===== src/rtl/damage_apply.sv =====
// Applies round damage totals front-to-back against each side's health array.
// Overkill carries into the next live unit. Results are held until Ack.
module damage_apply #(
  parameter int N     = 16,
  parameter int HP_W  = 8,
  parameter int DMG_W = 12
) (
  input  logic             clk,
  input  logic             rst,
  input  logic             Start,
  input  logic             Ack,
  input  logic [DMG_W-1:0] totalUnitDamage,
  input  logic [DMG_W-1:0] totalEnemyDamage,
  input  logic             wrEn,
  input  logic             wrSide,
  input  logic [3:0]       wrIdx,
  input  logic [HP_W-1:0]  wrHp,
  input  logic             rdSide,
  input  logic [3:0]       rdIdx,
  output logic [HP_W-1:0]  rdHp,
  output logic [N-1:0]     unitAlive,
  output logic [N-1:0]     enemyAlive,
  output logic [4:0]       unitKills,
  output logic [4:0]       enemyKills,
  output logic [DMG_W-1:0] unitLeftover,
  output logic [DMG_W-1:0] enemyLeftover,
  output logic             enemiesWiped,
  output logic             unitsWiped,
  output logic             Done
);

  typedef enum logic [1:0] {S_INIT, S_APPLY, S_DONE} state_t;

  state_t state, state_n;

  logic [HP_W-1:0]  hp_f [N];
  logic [HP_W-1:0]  hp_e [N];
  logic [4:0]       ptr_f, ptr_e;
  logic [DMG_W-1:0] rem_f, rem_e;
  logic [HP_W-1:0]  cur_f, cur_e;
  logic             fin_f, fin_e;

  // ptr == N is the "side exhausted" marker; low bits wrap to 0 there but
  // the unit is never touched because fin_* gates all updates.
  assign cur_f = hp_f[ptr_f[3:0]];
  assign cur_e = hp_e[ptr_e[3:0]];
  assign fin_f = (rem_f == '0) || (ptr_f == 5'(N));
  assign fin_e = (rem_e == '0) || (ptr_e == 5'(N));

  assign rdHp = rdSide ? hp_e[rdIdx] : hp_f[rdIdx];

  always_comb begin
    unitAlive  = '0;
    enemyAlive = '0;
    for (int unsigned i = 0; i < N; i++) begin
      unitAlive[i]  = (hp_f[i] != '0);
      enemyAlive[i] = (hp_e[i] != '0);
    end
  end

  always_ff @(posedge clk) begin
    if (rst) state <= S_INIT;
    else     state <= state_n;
  end

  always_comb begin
    state_n = state;
    case (state)
      S_INIT:  if (Start)          state_n = S_APPLY;
      S_APPLY: if (fin_f && fin_e) state_n = S_DONE;
      S_DONE:  if (Ack)            state_n = S_INIT;
      default:                     state_n = S_INIT;
    endcase
  end

  always_comb begin
    Done = (state == S_DONE);
  end

  always_ff @(posedge clk) begin
    if (rst) begin
      for (int unsigned i = 0; i < N; i++) begin
        hp_f[i] <= '0;
        hp_e[i] <= '0;
      end
      ptr_f         <= '0;
      ptr_e         <= '0;
      rem_f         <= '0;
      rem_e         <= '0;
      unitKills     <= '0;
      enemyKills    <= '0;
      unitLeftover  <= '0;
      enemyLeftover <= '0;
      enemiesWiped  <= 1'b0;
      unitsWiped    <= 1'b0;
    end else begin
      case (state)
        S_INIT: begin
          if (wrEn) begin
            if (wrSide) hp_e[wrIdx] <= wrHp;
            else        hp_f[wrIdx] <= wrHp;
          end
          if (Start) begin
            rem_e         <= totalUnitDamage;
            rem_f         <= totalEnemyDamage;
            ptr_e         <= '0;
            ptr_f         <= '0;
            unitKills     <= '0;
            enemyKills    <= '0;
            unitLeftover  <= '0;
            enemyLeftover <= '0;
          end
        end
        S_APPLY: begin
          if (fin_f && fin_e) begin
            unitLeftover  <= (ptr_e == 5'(N)) ? rem_e : '0;
            enemyLeftover <= (ptr_f == 5'(N)) ? rem_f : '0;
            enemiesWiped  <= (enemyAlive == '0);
            unitsWiped    <= (unitAlive == '0);
          end else begin
            if (!fin_e) begin
              if (cur_e == '0) begin
                ptr_e <= ptr_e + 5'd1;
              end else if (rem_e >= {{(DMG_W-HP_W){1'b0}}, cur_e}) begin
                rem_e              <= rem_e - {{(DMG_W-HP_W){1'b0}}, cur_e};
                hp_e[ptr_e[3:0]]   <= '0;
                unitKills          <= unitKills + 5'd1;
                ptr_e              <= ptr_e + 5'd1;
              end else begin
                hp_e[ptr_e[3:0]]   <= cur_e - rem_e[HP_W-1:0];
                rem_e              <= '0;
              end
            end
            if (!fin_f) begin
              if (cur_f == '0) begin
                ptr_f <= ptr_f + 5'd1;
              end else if (rem_f >= {{(DMG_W-HP_W){1'b0}}, cur_f}) begin
                rem_f              <= rem_f - {{(DMG_W-HP_W){1'b0}}, cur_f};
                hp_f[ptr_f[3:0]]   <= '0;
                enemyKills         <= enemyKills + 5'd1;
                ptr_f              <= ptr_f + 5'd1;
              end else begin
                hp_f[ptr_f[3:0]]   <= cur_f - rem_f[HP_W-1:0];
                rem_f              <= '0;
              end
            end
          end
        end
        default: ;
      endcase
    end
  end

endmodule


===== config.mk =====
export PLATFORM = sky130hd
export DESIGN_NAME = damage_apply
export DESIGN_NICKNAME = d
export VERILOG_FILES = /design/src/rtl/damage_apply.sv
export SDC_FILE = /design/constraint.sdc
export NUM_CORES = 1
export LEC_CHECK = 0
export BUFFER_PORTS_ARGS = -buffer_cell sky130_fd_sc_hd__clkbuf_2
export CORE_MARGIN = 2
export CORE_UTILIZATION = 40
export CTS_BUF_LIST = sky130_fd_sc_hd__clkbuf_8 sky130_fd_sc_hd__clkbuf_16
export DETAILED_ROUTE_END_ITERATION = 10
export GPL_ROUTABILITY_DRIVEN = 0
export RECOVER_POWER = 50
export SLEW_MARGIN = 20
export SYNTH_ARGS = -nofsm -noshare
export SYNTH_HDL_FRONTEND = slang
export SYNTH_SLANG_ARGS = --single-unit

===== constraint.sdc =====
create_clock -name clk -period 10.1 [get_ports clk]
set_input_delay 0.505 -clock clk [delete_from_list [all_inputs] [get_ports clk]]
set_output_delay 0.505 -clock clk [all_outputs]
set_load 0.01 [all_outputs]

=== Word-level counts from Yosys, hierarchy flattened ===
Memories as Yosys holds them, arrays and structs flattened. A register that Yosys moved wholly into a read port is not among the register bits.
Cells that the tools add are included.

* Register bits after elaboration: 72
* Memory bits (writable): 256
* Input port bits: 47
* Memories: 2

* $add $sub $neg: 8
* Order comparisons: 2
* Equality and inequality tests: 16
* Multiplexer cells: 103
* Bitwise logic cells: 2
* Reduce and logical (&&, ||, !) cells: 56

{| class="wikitable"
|+ Memories
! memory !! words !! width !! rd ports !! clocked after Yosys merged registers in !! wr ports !! RTL line !! text
|-
| hp_e || 16 || 8 || 18 || 1 || 16 || 37 || <nowiki>logic [HP_W-1:0] hp_e [N];</nowiki>
|-
| hp_f || 16 || 8 || 18 || 1 || 16 || 36 || <nowiki>logic [HP_W-1:0] hp_f [N];</nowiki>
|}

{| class="wikitable"
|+ Operators by type and width
! cell !! number
|-
| $reduce_bool A8 Y1 || 32
|-
| $mux W12 || 15
|-
| $pmux W12 S2 || 4
|-
| $mux W5 || 17
|-
| $mux W8 || 7
|-
| $mux W1 || 44
|-
| $pmux W5 S2 || 4
|-
| $logic_not A16 Y1 || 2
|-
| $mux W4 || 8
|-
| $reduce_or A8 Y1 || 4
|-
| $ge A12 B8 Y1 || 2
|-
| $logic_not A12 Y1 || 2
|-
| $sub A12 B8 Y12 || 2
|-
| $add A5 B1 Y5 const B || 4
|-
| $ne A2 B2 Y1 const B || 10
|-
| $reduce_and A5 Y1 || 4
|-
| $logic_not A8 Y1 || 2
|-
| $sub A8 B8 Y8 || 2
|-
| $reduce_and A6 Y1 || 2
|-
| $eq A5 B5 Y1 const B || 2
|-
| $mux W2 || 3
|-
| $ne A3 B3 Y1 const B || 2
|-
| $pmux W2 S3 || 1
|-
| $reduce_and A3 Y1 || 2
|-
| other kinds (8) || 10
|}

=== Longest topological paths before layout ===
* Depth after elaboration: 11
* Depth in mapped cells: 18
* Depth with buffers taken out: 15

=== Least setup slack after synthesis ===
No wires, ideal clock.

* Path type: reg2reg
* From: register with a tool-made name
* To: memory hp_f[1][6] (data pin)
* Arrival: 3.824 ns
* Required time: 9.958 ns
* Path slack: 6.134 ns
* Stages on the path, launching flop included: 16
* Buffers on the path: 5
* Clock period less this slack: 3.966 ns
* Path through: dfxtp_1 > buf_4 > buf_6 > mux4_2 > a22oi_1 > nand2_1 > ha_1 > clkbuf_1 > a21o_1 > a21oi_1 > nand2_1 > a21oi_2 > clkbuf_1 > a31oi_4 > buf_2 > nor2_1

{| class="wikitable"
|+ RTL lines
! element !! RTL line
|-
| to (decl) || 36
|}

==> impl_metrics.py <==
metrics = {
    "run_status": {
        "violations": "max-capacitance violations, max-slew violations",
        "run_status": "finished with violations",
    },
    "synth": {
        "ys_top_cells_by_count": "nor2_1 (337), edfxtp_1 (256), mux4_2 (144)",
        "synth_cells": 1693,
        "synthDistinctLibCells": 77,
        "synth_fp_nets": 1780,
        "synth_ff_type": "edfxtp_1",
        "synthesis.area_um2": 19500,
        "async_reset_ff_frac": 0,
        "synth_top_area_frac": 0.394,
        "yosys.cell_count.top_type": "nor2_1",
        "synth_area_per_cell_um2": 11.5,
        "yosysSeqAreaShare": 0.476,
        "synth.area.top_cells": "edfxtp_1 (39%), mux4_2 (17%), dfxtp_1 (8.2%), nor2_1 (6.5%), nor4_1 (2.6%)",
        "yosysWarnings": 0,
        "synth_top_cell_by_area": "edfxtp_1",
        "ys_ff_latch": 336,
        "synth-edff-count": 256,
    },
    "route": {
        "drt-pass1-iter-count": 5,
        "vias_per_cell": 6.22,
        "num_vias": 14900,
        "drcViolationCount": 0,
        "drtIter0Drc": 1843,
        "wl_per_cell_um": 25.7,
        "ant_nets": 0,
        "wl_um": 61300,
    },
    "clock_network": {
        "clock-sinks": 336,
        "cts_tree": "done",
        "clkLatencyLatePin_ns": 0.54,
        "clockRootBuffer": "clkbuf_16",
        "path_clk_slew_ns": 0.06,
        "cts_resized": 0,
        "cts_hold_buf": 0,
        "numCtsBuffers": 35,
        "cts_setup_buffers": 0,
        "cts_max_level": 2,
        "clockBufferDepth": 3,
    },
    "worst_setup_path": {
        "cp-end-kind": "flop",
        "cp_slowest_stage_delay_ns": 1.66,
        "crit_type": "flop to flop",
        "cp_top_family": "simple AND/OR/NAND/NOR gates",
        "r2r_cells": 9,
        "crit_chain": "mux4_2, a22oi_1, nand2_1, nor4_1, a2111oi_4, clkbuf_1, and3_1, o21ai_0, nand2b_1",
        "required_ns": 10.27,
        "path_buf_inv": 1,
        "slowest_stage": "dfxtp_1",
        "cp-start-kind": "flop",
        "r2r-end": "hp_f[8][1]$_SDFFCE_PN0P_",
        "r2r_slack_ns": 3.34,
        "crit_fanout": 32,
        "arrival_ns": 6.93,
    },
    "timing": {
        "fin_crit_sh": 0.670,
        "fin_crit_ns": 6.76,
        "worstMarginPinSlew_ns": 3.68,
        "setup_tns_ns": 0,
        "fmax_ghz": 0.148,
        "rsz0062_at_grt": "false",
        "setup_viol": 0,
        "timing.final.hold_violations": 0,
        "finClkSkew_ns": 0.0216,
        "maxSlewHeadroom": -1.45,
        "slew_violations": 180,
    },
    "job": {
        "maxCapViolCount": 6,
    },
    "place": {
        "place.port_buffers": 123,
        "place_hpwl_um": 45500,
    },
    "global_route": {
        "grt_max_degree": 65,
        "grt_pass1_wl_um": 91900,
        "first_global_vias": 14300,
        "grt.total_usage": 0.243,
        "antenna_found_initial": 9,
        "grt_overflow_total": 0,
    },
    "final_layout": {
        "nNetsFinal": 1832,
        "layout-drive-gt1-share": 0.158,
        "area.growth.synth_to_final_pct": 8.75,
        "fill_cells": 4406,
        "final_util": 0.442,
    },
    "floorplanning": {
        "die-area_um2": 50500,
        "core_um2": 47900,
        "fp-row-count": 80,
        "die_x_um": 225,
        "initial_core_util": 0.407,
        "io_pins": 124,
        "die_y_um": 225,
    },
    "hold_path": {
        "min_from": "totalUnitDamage[1]",
        "hp-class": "input pin to flop",
        "hold_end": "rem_e[1]$_SDFFE_PP0P_",
        "hold_depth": 3,
    },
    "pwr": {
        "power_density_nw_per_um2": 169,
        "leakagePower_nw": 7.30,
        "max-vdd-ir-drop_mv": 0.111,
    },
}
-- stage by stage --
stage	setup slack (ns)	area (µm²)	cells	power [W]	hold slack, ns
after global routing	2.72	21200	2386	0.00373	0.229
after CTS	5.24	21400	2386	0.00361	0.198
after global placement	5.23	20400	2323	0.00238	0.441
after detailed placement	5.23	20400	2323	0.00238	0.444
final	3.34	21200	2390	0.00359	0.218
after floorplan	6.13	19500	1693	0.00216	0.442
-- worst max path at each step --
stage | from | endpoint | cells past startpoint
6_report | flop | hp_f[8][1]$_SDFFCE_PN0P_ | 9
5_1_grt | rdIdx[0] | rdHp[7] | 6
2_1_floorplan | flop | hp_f[1][6]$_SDFFCE_PN0P_ | 15
3_5_place_dp | flop | hp_e[0][6]$_SDFFCE_PN0P_ | 15
3_3_place_gp | flop | hp_e[0][0]$_SDFFCE_PN0P_ | 8
4_1_cts | flop | hp_e[0][3]$_SDFFCE_PN0P_ | 8
-- worst register-to-register path, cell delays in order (launching register included) --
cell and delay, ns:
dfxtp_1 1.66, mux4_2 0.70, a22oi_1 0.20, nand2_1 0.21, nor4_1 0.75, a2111oi_4 0.15
clkbuf_1 0.74, and3_1 0.42, o21ai_0 1.07, nand2b_1 0.49
-- flip-flops by register name, summed over array words and instances (netlist names), 12 cells and up, named ones only --
signal and cells:
hp_f 128, rem_f 12, enemyLeftover 12, unitLeftover 12
hp_e 128, rem_e 12
-- routing by layer --
metal  global-route usage  wire length (µm)  vias to the layer above
li1                     -                 -                     6474
met4               0.0846              2380                       10
met2                0.370             26900                      897
met5                    0                71                        -
met3               0.0563              6670                      151
met1                0.343             25200                     7333
-- cell usage in the layout (no fill, tap or decap), types with 36 or more instances in the layout --
| cell type | n |
|---|---|
| clkbuf_1 | 74 |
| inv_1 | 62 |
| a21oi_1 | 67 |
| nand2b_1 | 38 |
| nor2_1 | 337 |
| nor4_1 | 83 |
| ha_1 | 36 |
| a22oi_1 | 39 |
| mux4_2 | 144 |
| dfxtp_1 | 80 |
| nand2_1 | 131 |
| nand3_1 | 40 |
| clkbuf_16 | 36 |
| clkbuf_2 | 52 |
| edfxtp_1 | 256 |
-- power by group --
group          switching (W)  total, W  internal [W]
registers          0.0000908   0.00164       0.00155
clock network       0.000546   0.00123      0.000683
logic               0.000447  0.000719      0.000272
-- layout make-up --
class | instances | area [µm²] | share of cell area
sequential | 336 | 9290 | 0.438
multi-input combinational | 1182 | 9260 | 0.437
clock buffer | 37 | 915 | 0.0431
tap | 615 | 769 | 0.0363
timing repair buffer | 133 | 591 | 0.0278
inverter | 57 | 214 | 0.0101
clock inverter | 26 | 160 | 0.00755
antenna | 4 | 10.0 | 0.000472
-- kinds of logic (layout without fill, tap and decap cells) --
family | Yosys count | after routing | synth area share
AOI/OAI and AO/OA | 243 | 243 | 0.0996
xor gates and xnor gates | 26 | 26 | 0.0117
adders and majority gates | 40 | 40 | 0.0272
buffers and inverters | 175 | 253 | 0.0432
DFF | 336 | 336 | 0.476
muxes | 158 | 158 | 0.175
other | 0 | 4 | 0
and+or+nand+nor | 715 | 715 | 0.167
Note: power is estimated with default switching activity, not from simulation.
